File: config.mk
export PLATFORM = sky130hd
export DESIGN_NAME = crf_lite_master
export DESIGN_NICKNAME = d
export VERILOG_FILES = /design/src/rtl/crf_pkg.sv /design/src/rtl/crf_lite_master.sv
export SDC_FILE = /design/constraint.sdc
export NUM_CORES = 1
export LEC_CHECK = 0
export CORE_UTILIZATION = 30
export DETAILED_ROUTE_END_ITERATION = 8
export SLEW_MARGIN = 15
export SYNTH_ARGS = -nofsm -noshare
export SYNTH_HDL_FRONTEND = slang
export SYNTH_SLANG_ARGS = --single-unit
File: constraint.sdc
create_clock -name clk -period 4.9 [get_ports clk]
set_input_delay 0.735 -clock clk [delete_from_list [all_inputs] [get_ports clk]]
set_output_delay 0.735 -clock clk [all_outputs]
set_load 0.02 [all_outputs]
File: src/rtl/crf_pkg.sv
// Shared definitions for the config register file and its AXI4-Lite initiator.
package crf_pkg;

  typedef enum logic [2:0] {
    IDLE,
    WR_AW_W,
    WR_B,
    RD_AR,
    RD_R,
    RSP
  } lite_mst_state_e;

  localparam logic [1:0] OKAY   = 2'b00;
  localparam logic [1:0] EXOKAY = 2'b01;
  localparam logic [1:0] SLVERR = 2'b10;
  localparam logic [1:0] DECERR = 2'b11;

  localparam logic [31:0] UPSTR  = 32'h0000_0000;
  localparam logic [31:0] UPENDR = 32'h0000_0004;

endpackage

File: src/rtl/crf_lite_master.sv
// AXI4-Lite initiator: one register command in, one AXI transaction out, one response back.
// Every output is a flop; the next-state block computes next values for all of them.
module crf_lite_master
  import crf_pkg::*;
#(
  parameter int unsigned AXI_DATA_WIDTH = 32,
  parameter int unsigned AXI_ADDR_WIDTH = 32
) (
  input  logic                        clk,
  input  logic                        rst,
  input  logic                        cmd_valid,
  output logic                        cmd_ready,
  input  logic                        cmd_write,
  input  logic [AXI_ADDR_WIDTH-1:0]   cmd_addr,
  input  logic [AXI_DATA_WIDTH-1:0]   cmd_wdata,
  input  logic [AXI_DATA_WIDTH/8-1:0] cmd_wstrb,
  output logic                        rsp_valid,
  input  logic                        rsp_ready,
  output logic [AXI_DATA_WIDTH-1:0]   rsp_rdata,
  output logic [1:0]                  rsp_resp,
  output logic                        rsp_write,
  output logic                        m_axi_awvalid,
  input  logic                        m_axi_awready,
  output logic [AXI_ADDR_WIDTH-1:0]   m_axi_awaddr,
  output logic [2:0]                  m_axi_awprot,
  output logic                        m_axi_wvalid,
  input  logic                        m_axi_wready,
  output logic [AXI_DATA_WIDTH-1:0]   m_axi_wdata,
  output logic [AXI_DATA_WIDTH/8-1:0] m_axi_wstrb,
  input  logic                        m_axi_bvalid,
  output logic                        m_axi_bready,
  input  logic [1:0]                  m_axi_bresp,
  output logic                        m_axi_arvalid,
  input  logic                        m_axi_arready,
  output logic [AXI_ADDR_WIDTH-1:0]   m_axi_araddr,
  output logic [2:0]                  m_axi_arprot,
  input  logic                        m_axi_rvalid,
  output logic                        m_axi_rready,
  input  logic [AXI_DATA_WIDTH-1:0]   m_axi_rdata,
  input  logic [1:0]                  m_axi_rresp,
  output logic                        busy,
  output logic [7:0]                  err_cnt
);

  lite_mst_state_e r_state, w_state_nxt;

  logic r_cmd_ready, w_cmd_ready_nxt;
  logic r_awvalid, w_awvalid_nxt;
  logic r_wvalid, w_wvalid_nxt;
  logic r_bready, w_bready_nxt;
  logic r_arvalid, w_arvalid_nxt;
  logic r_rready, w_rready_nxt;
  logic r_rsp_valid, w_rsp_valid_nxt;
  logic r_rsp_write, w_rsp_write_nxt;
  logic r_aw_done, w_aw_done_nxt;
  logic r_w_done, w_w_done_nxt;
  logic r_busy, w_busy_nxt;
  logic [AXI_ADDR_WIDTH-1:0]   r_addr, w_addr_nxt;
  logic [AXI_DATA_WIDTH-1:0]   r_wdata, w_wdata_nxt;
  logic [AXI_DATA_WIDTH/8-1:0] r_wstrb, w_wstrb_nxt;
  logic [AXI_DATA_WIDTH-1:0]   r_rsp_rdata, w_rsp_rdata_nxt;
  logic [1:0]                  r_rsp_resp, w_rsp_resp_nxt;
  logic [7:0]                  r_err_cnt, w_err_cnt_nxt;
  logic                        w_capture;
  logic [1:0]                  w_cap_resp;

  always_comb begin
    w_state_nxt     = r_state;
    w_cmd_ready_nxt = r_cmd_ready;
    w_awvalid_nxt   = r_awvalid;
    w_wvalid_nxt    = r_wvalid;
    w_bready_nxt    = r_bready;
    w_arvalid_nxt   = r_arvalid;
    w_rready_nxt    = r_rready;
    w_rsp_valid_nxt = r_rsp_valid;
    w_rsp_write_nxt = r_rsp_write;
    w_aw_done_nxt   = r_aw_done;
    w_w_done_nxt    = r_w_done;
    w_addr_nxt      = r_addr;
    w_wdata_nxt     = r_wdata;
    w_wstrb_nxt     = r_wstrb;
    w_rsp_rdata_nxt = r_rsp_rdata;
    w_rsp_resp_nxt  = r_rsp_resp;
    w_capture       = 1'b0;
    w_cap_resp      = OKAY;

    case (r_state)
      IDLE: begin
        if (cmd_valid && r_cmd_ready) begin
          w_cmd_ready_nxt = 1'b0;
          w_addr_nxt      = cmd_addr;
          w_wdata_nxt     = cmd_wdata;
          w_wstrb_nxt     = cmd_wstrb;
          w_rsp_write_nxt = cmd_write;
          if (cmd_write) begin
            w_awvalid_nxt = 1'b1;
            w_wvalid_nxt  = 1'b1;
            w_aw_done_nxt = 1'b0;
            w_w_done_nxt  = 1'b0;
            w_state_nxt   = WR_AW_W;
          end else begin
            w_arvalid_nxt = 1'b1;
            w_state_nxt   = RD_AR;
          end
        end
      end
      WR_AW_W: begin
        // AW and W complete independently; B is only accepted once both have.
        if (r_awvalid && m_axi_awready) begin
          w_awvalid_nxt = 1'b0;
          w_aw_done_nxt = 1'b1;
        end
        if (r_wvalid && m_axi_wready) begin
          w_wvalid_nxt = 1'b0;
          w_w_done_nxt = 1'b1;
        end
        if (w_aw_done_nxt && w_w_done_nxt) begin
          w_bready_nxt = 1'b1;
          w_state_nxt  = WR_B;
        end
      end
      WR_B: begin
        if (m_axi_bvalid) begin
          w_bready_nxt    = 1'b0;
          w_rsp_rdata_nxt = '0;
          w_rsp_resp_nxt  = m_axi_bresp;
          w_rsp_valid_nxt = 1'b1;
          w_capture       = 1'b1;
          w_cap_resp      = m_axi_bresp;
          w_state_nxt     = RSP;
        end
      end
      RD_AR: begin
        if (m_axi_arready) begin
          w_arvalid_nxt = 1'b0;
          w_rready_nxt  = 1'b1;
          w_state_nxt   = RD_R;
        end
      end
      RD_R: begin
        if (m_axi_rvalid) begin
          w_rready_nxt    = 1'b0;
          w_rsp_rdata_nxt = m_axi_rdata;
          w_rsp_resp_nxt  = m_axi_rresp;
          w_rsp_valid_nxt = 1'b1;
          w_capture       = 1'b1;
          w_cap_resp      = m_axi_rresp;
          w_state_nxt     = RSP;
        end
      end
      RSP: begin
        if (rsp_ready) begin
          w_rsp_valid_nxt = 1'b0;
          w_cmd_ready_nxt = 1'b1;
          w_state_nxt     = IDLE;
        end
      end
      default: begin
        w_state_nxt     = IDLE;
        w_cmd_ready_nxt = 1'b1;
      end
    endcase

    w_busy_nxt    = (w_state_nxt != IDLE);
    w_err_cnt_nxt = r_err_cnt;
    if (w_capture && (w_cap_resp != OKAY) && (r_err_cnt != 8'hFF))
      w_err_cnt_nxt = r_err_cnt + 8'd1;
  end

  always_ff @(posedge clk or posedge rst) begin
    if (rst) begin
      r_state     <= IDLE;
      r_cmd_ready <= 1'b1;
      r_awvalid   <= 1'b0;
      r_wvalid    <= 1'b0;
      r_bready    <= 1'b0;
      r_arvalid   <= 1'b0;
      r_rready    <= 1'b0;
      r_rsp_valid <= 1'b0;
      r_rsp_write <= 1'b0;
      r_aw_done   <= 1'b0;
      r_w_done    <= 1'b0;
      r_busy      <= 1'b0;
      r_addr      <= '0;
      r_wdata     <= '0;
      r_wstrb     <= '0;
      r_rsp_rdata <= '0;
      r_rsp_resp  <= '0;
      r_err_cnt   <= '0;
    end else begin
      r_state     <= w_state_nxt;
      r_cmd_ready <= w_cmd_ready_nxt;
      r_awvalid   <= w_awvalid_nxt;
      r_wvalid    <= w_wvalid_nxt;
      r_bready    <= w_bready_nxt;
      r_arvalid   <= w_arvalid_nxt;
      r_rready    <= w_rready_nxt;
      r_rsp_valid <= w_rsp_valid_nxt;
      r_rsp_write <= w_rsp_write_nxt;
      r_aw_done   <= w_aw_done_nxt;
      r_w_done    <= w_w_done_nxt;
      r_busy      <= w_busy_nxt;
      r_addr      <= w_addr_nxt;
      r_wdata     <= w_wdata_nxt;
      r_wstrb     <= w_wstrb_nxt;
      r_rsp_rdata <= w_rsp_rdata_nxt;
      r_rsp_resp  <= w_rsp_resp_nxt;
      r_err_cnt   <= w_err_cnt_nxt;
    end
  end

  assign cmd_ready     = r_cmd_ready;
  assign rsp_valid     = r_rsp_valid;
  assign rsp_rdata     = r_rsp_rdata;
  assign rsp_resp      = r_rsp_resp;
  assign rsp_write     = r_rsp_write;
  assign m_axi_awvalid = r_awvalid;
  assign m_axi_awaddr  = r_addr;
  assign m_axi_awprot  = 3'b000;
  assign m_axi_wvalid  = r_wvalid;
  assign m_axi_wdata   = r_wdata;
  assign m_axi_wstrb   = r_wstrb;
  assign m_axi_bready  = r_bready;
  assign m_axi_arvalid = r_arvalid;
  assign m_axi_araddr  = r_addr;
  assign m_axi_arprot  = 3'b000;
  assign m_axi_rready  = r_rready;
  assign busy          = r_busy;
  assign err_cnt       = r_err_cnt;

endmodule

==> reports/qor.csv <==
stage;metric;value;unit
outcome;status;finished clean;
logic_synthesis;synth_cell_types;44;
finish;nets;929;
power;power;5810;uW
logic_synthesis;synth.avg_cell_area;9.13;um2
floorplan;die_w;135;um
timing;rsz0062_at_grt;false;
timing;finClkSkew;0.00896;ns
placed_design;dpl_cell_area;7870;um2
critical_path;arrival;2.98;ns
clock_tree;insertion_delay;0.41;ns
global_routing;grt_pass1_vias;4339;
global_routing;use_met1;0.200;
finish;design_area;8400;um2
worst_hold_path;min_path_type;register to register;
clock_tree;ctsLongestPathBuffers;2;
logic_synthesis;ys_warn_count;0;
global_routing;busiest_layer;met2;
logic_synthesis;synth_ff_type;dfrtp_1;
global_routing;grt_util_met3;0.0542;
power;power.density;692;nW/um2
finish;final_cell_mix;nand2_1 (285), clkdlybuf4s50_1 (264), dfrtp_1 (123), o21ai_1 (30), clkbuf_16 (17);
critical_path;critical_path.max_stage_delay;0.93;ns
logic_synthesis;synthesis.area;5340;um2
timing;period_minus_slack;2.65;ns
timing;max-slew-margin-rel;0.336;
timing;finalSetupViolCount;0;
finish;multiInputGateArea;1780;um2
finish;syn2layout_area_growth;57.4;%
critical_path;cp_max_fo;39;
logic_synthesis;netlist_instances;585;
timing;finalHoldViolCount;0;
finish;nFillCells;1682;
timing;finalMaxSlewViolations;0;
global_routing;grt_max_degree;79;
detailed_routing;ant_nets;0;
power;ir_drop;0.318;mV
critical_path;cp_slowest_cell;or4_2;
timing;setup_tns;0;ns
finish;diodes;0;
logic_synthesis;synth_edf_count;0;
floorplan;core_area;17400;um2
clock_tree;cts_resized;0;
clock_tree;cts_buffers;17;
global_routing;gr-total-overflow;0;
detailed_routing;vias;4529;
floorplan;ios;271;
critical_path;path_cells;clkdlybuf4s50_1 > nand2_1 > or4_2 > buf_4 > and2_1 > nand4b_1;
critical_path;cp-start-kind;primary input;
clock_tree;path_clk_slew;0.05;ns
detailed_routing;via_per_inst;4.31;
finish;layout_commonest_cell;nand2_1;
global_routing;grtUsageMet2;0.266;
placed_design;port-buffer-count;264;
floorplan;rows;48;
clock_tree;post_cts_buffers;0;
detailed_routing;first_pass_iters;4;
detailed_routing;drt_iter0_drc;167;
clock_tree;clock-sinks;124;
detailed_routing;drt-total-wl;14.5;mm
timing;setup_ws;2.25;ns
logic_synthesis;synthArstFlopShare;1.00;
power;leakagePower;0.00382;uW
logic_synthesis;yosys_register_bits;124;
finish;drive_above_1_share;0.0497;
global_routing;track_usage;0.163;
detailed_routing;drcViolationCount;0;
placed_design;preCtsSetupSlack;1.81;ns
global_routing;grt_pass1_wl;22.9;mm
clock_tree;cts_tree;done;
placed_design;dp_hpwl;10.3;mm
timing;fmax;378;MHz
clock_tree;htreeDepth;4;
detailed_routing;avgRoutedWirePerCell;13.8;um
logic_synthesis;yosysSeqAreaShare;0.581;
placed_design;routabilityCongestion;0.764;
run;maxCapViolations;0;
timing;period_share;0.540;
floorplan;start_util;0.308;
finish;regArea;3100;um2
global_routing;antenna_found_initial;0;
clock_tree;cts_root_buf;clkbuf_16;
clock_tree;cts_hold_buf;0;
critical_path;crit_required;5.23;ns
critical_path;crit_path_end_kind;register;
timing;tightest_slew;0.996;ns
critical_path;crit_type;primary input to register;
floorplan;die_area;18300;um2
floorplan;fp.dieH;135;um
## flip-flops by register name, indices dropped and copies added, names as in the netlist
register	flops
cmd_ready	1
m_axi_araddr	32
rsp_write	1
m_axi_bready	1
r_w_done	1
r_aw_done	1
rsp_rdata	32
r_state	3
m_axi_wstrb	4
m_axi_wvalid	1
err_cnt	8
rsp_valid	1
m_axi_rready	1
m_axi_wdata	32
m_axi_arvalid	1
m_axi_awvalid	1
busy	1
rsp_resp	2
## power breakdown
part / leakage (uW) / internal (uW) / switching [uW]
clock: 0.000261 / 713 / 435
sequential: 0.00161 / 1510 / 352
combinational: 0.00195 / 1340 / 1470
total: 0.00382 / 3550 / 2260
## layer usage
layer / up-vias / part of all wire
met3: 11 / 0.075
met1: 2078 / 0.45
met5: - / 0
li1: 2271 / -
met4: 0 / 0.010
met2: 169 / 0.47
## cells in the mapped netlist, drive strengths merged (2+ instances only)
cell type	n	share of area
nor3b	2	0.0049
nor2	8	0.0056
a32oi	2	0.0033
xnor2	5	0.0082
nand2	285	0.20
nand2b	4	0.0047
and3	4	0.0047
clkbuf	7	0.0049
nand4bb	2	0.0042
buf	59	0.083
a21oi	8	0.0075
nand3	3	0.0028
o22ai	2	0.0035
nor2b	2	0.0023
a31oi	2	0.0023
dfrtp	123	0.58
nand4	3	0.0035
inv	3	0.0021
o21ai	38	0.036
nand3b	2	0.0028
and2	2	0.0023
a21o	2	0.0028
## through the flow
stage	hold slack, ns	util	std cells
floorplan	0.449	-	590
global placement	0.452	0.453	1020
detailed placement	0.458	0.453	1020
CTS	0.475	0.484	1050
global route	0.491	0.484	1050
finish	0.471	0.484	1050
## layout make-up
cell class | instances | area share
inverters | 3 | 0.00164
clock inverters | 8 | 0.00834
well taps | 225 | 0.0335
repair buffers | 271 | 0.321
multi-input cells | 397 | 0.211
flip-flops and latches | 124 | 0.369
clock buffers | 22 | 0.0552
## critical path, delay by kind of cell
family | cells | cell delay [ns]
simple gates | 4 | 1.34
buf+inv | 2 | 0.90
## logic make-up after synthesis
| logic type | after synthesis | synth area share |
|---|---|---|
| simple gates | 324 | 0.251 |
| flops | 124 | 0.581 |
| buf+inv | 69 | 0.0900 |
| compound gates | 59 | 0.0628 |
| xor+xnor | 6 | 0.00984 |
| fa+ha+maj | 1 | 0.00234 |
| other cells | 1 | 0.000702 |
| mux | 1 | 0.00211 |
## final timing paths
check | startpoint | end | slack (ns) | cells after the start
max | cmd_valid | busy | 2.25 | 6
min | m_axi_wdata[24] | m_axi_wdata[24] | 0.47 | 2
max reg2reg | r_state[0] | busy | 2.42 | 4
min reg2reg | m_axi_wdata[24] | m_axi_wdata[24] | 0.47 | 2
max in group asynchronous | rst | rsp_rdata[18] | 3.04 | 3
min in group asynchronous | rst | rsp_rdata[24] | 0.90 | 2
No activity file was read; power rests on OpenSTA's default activity.
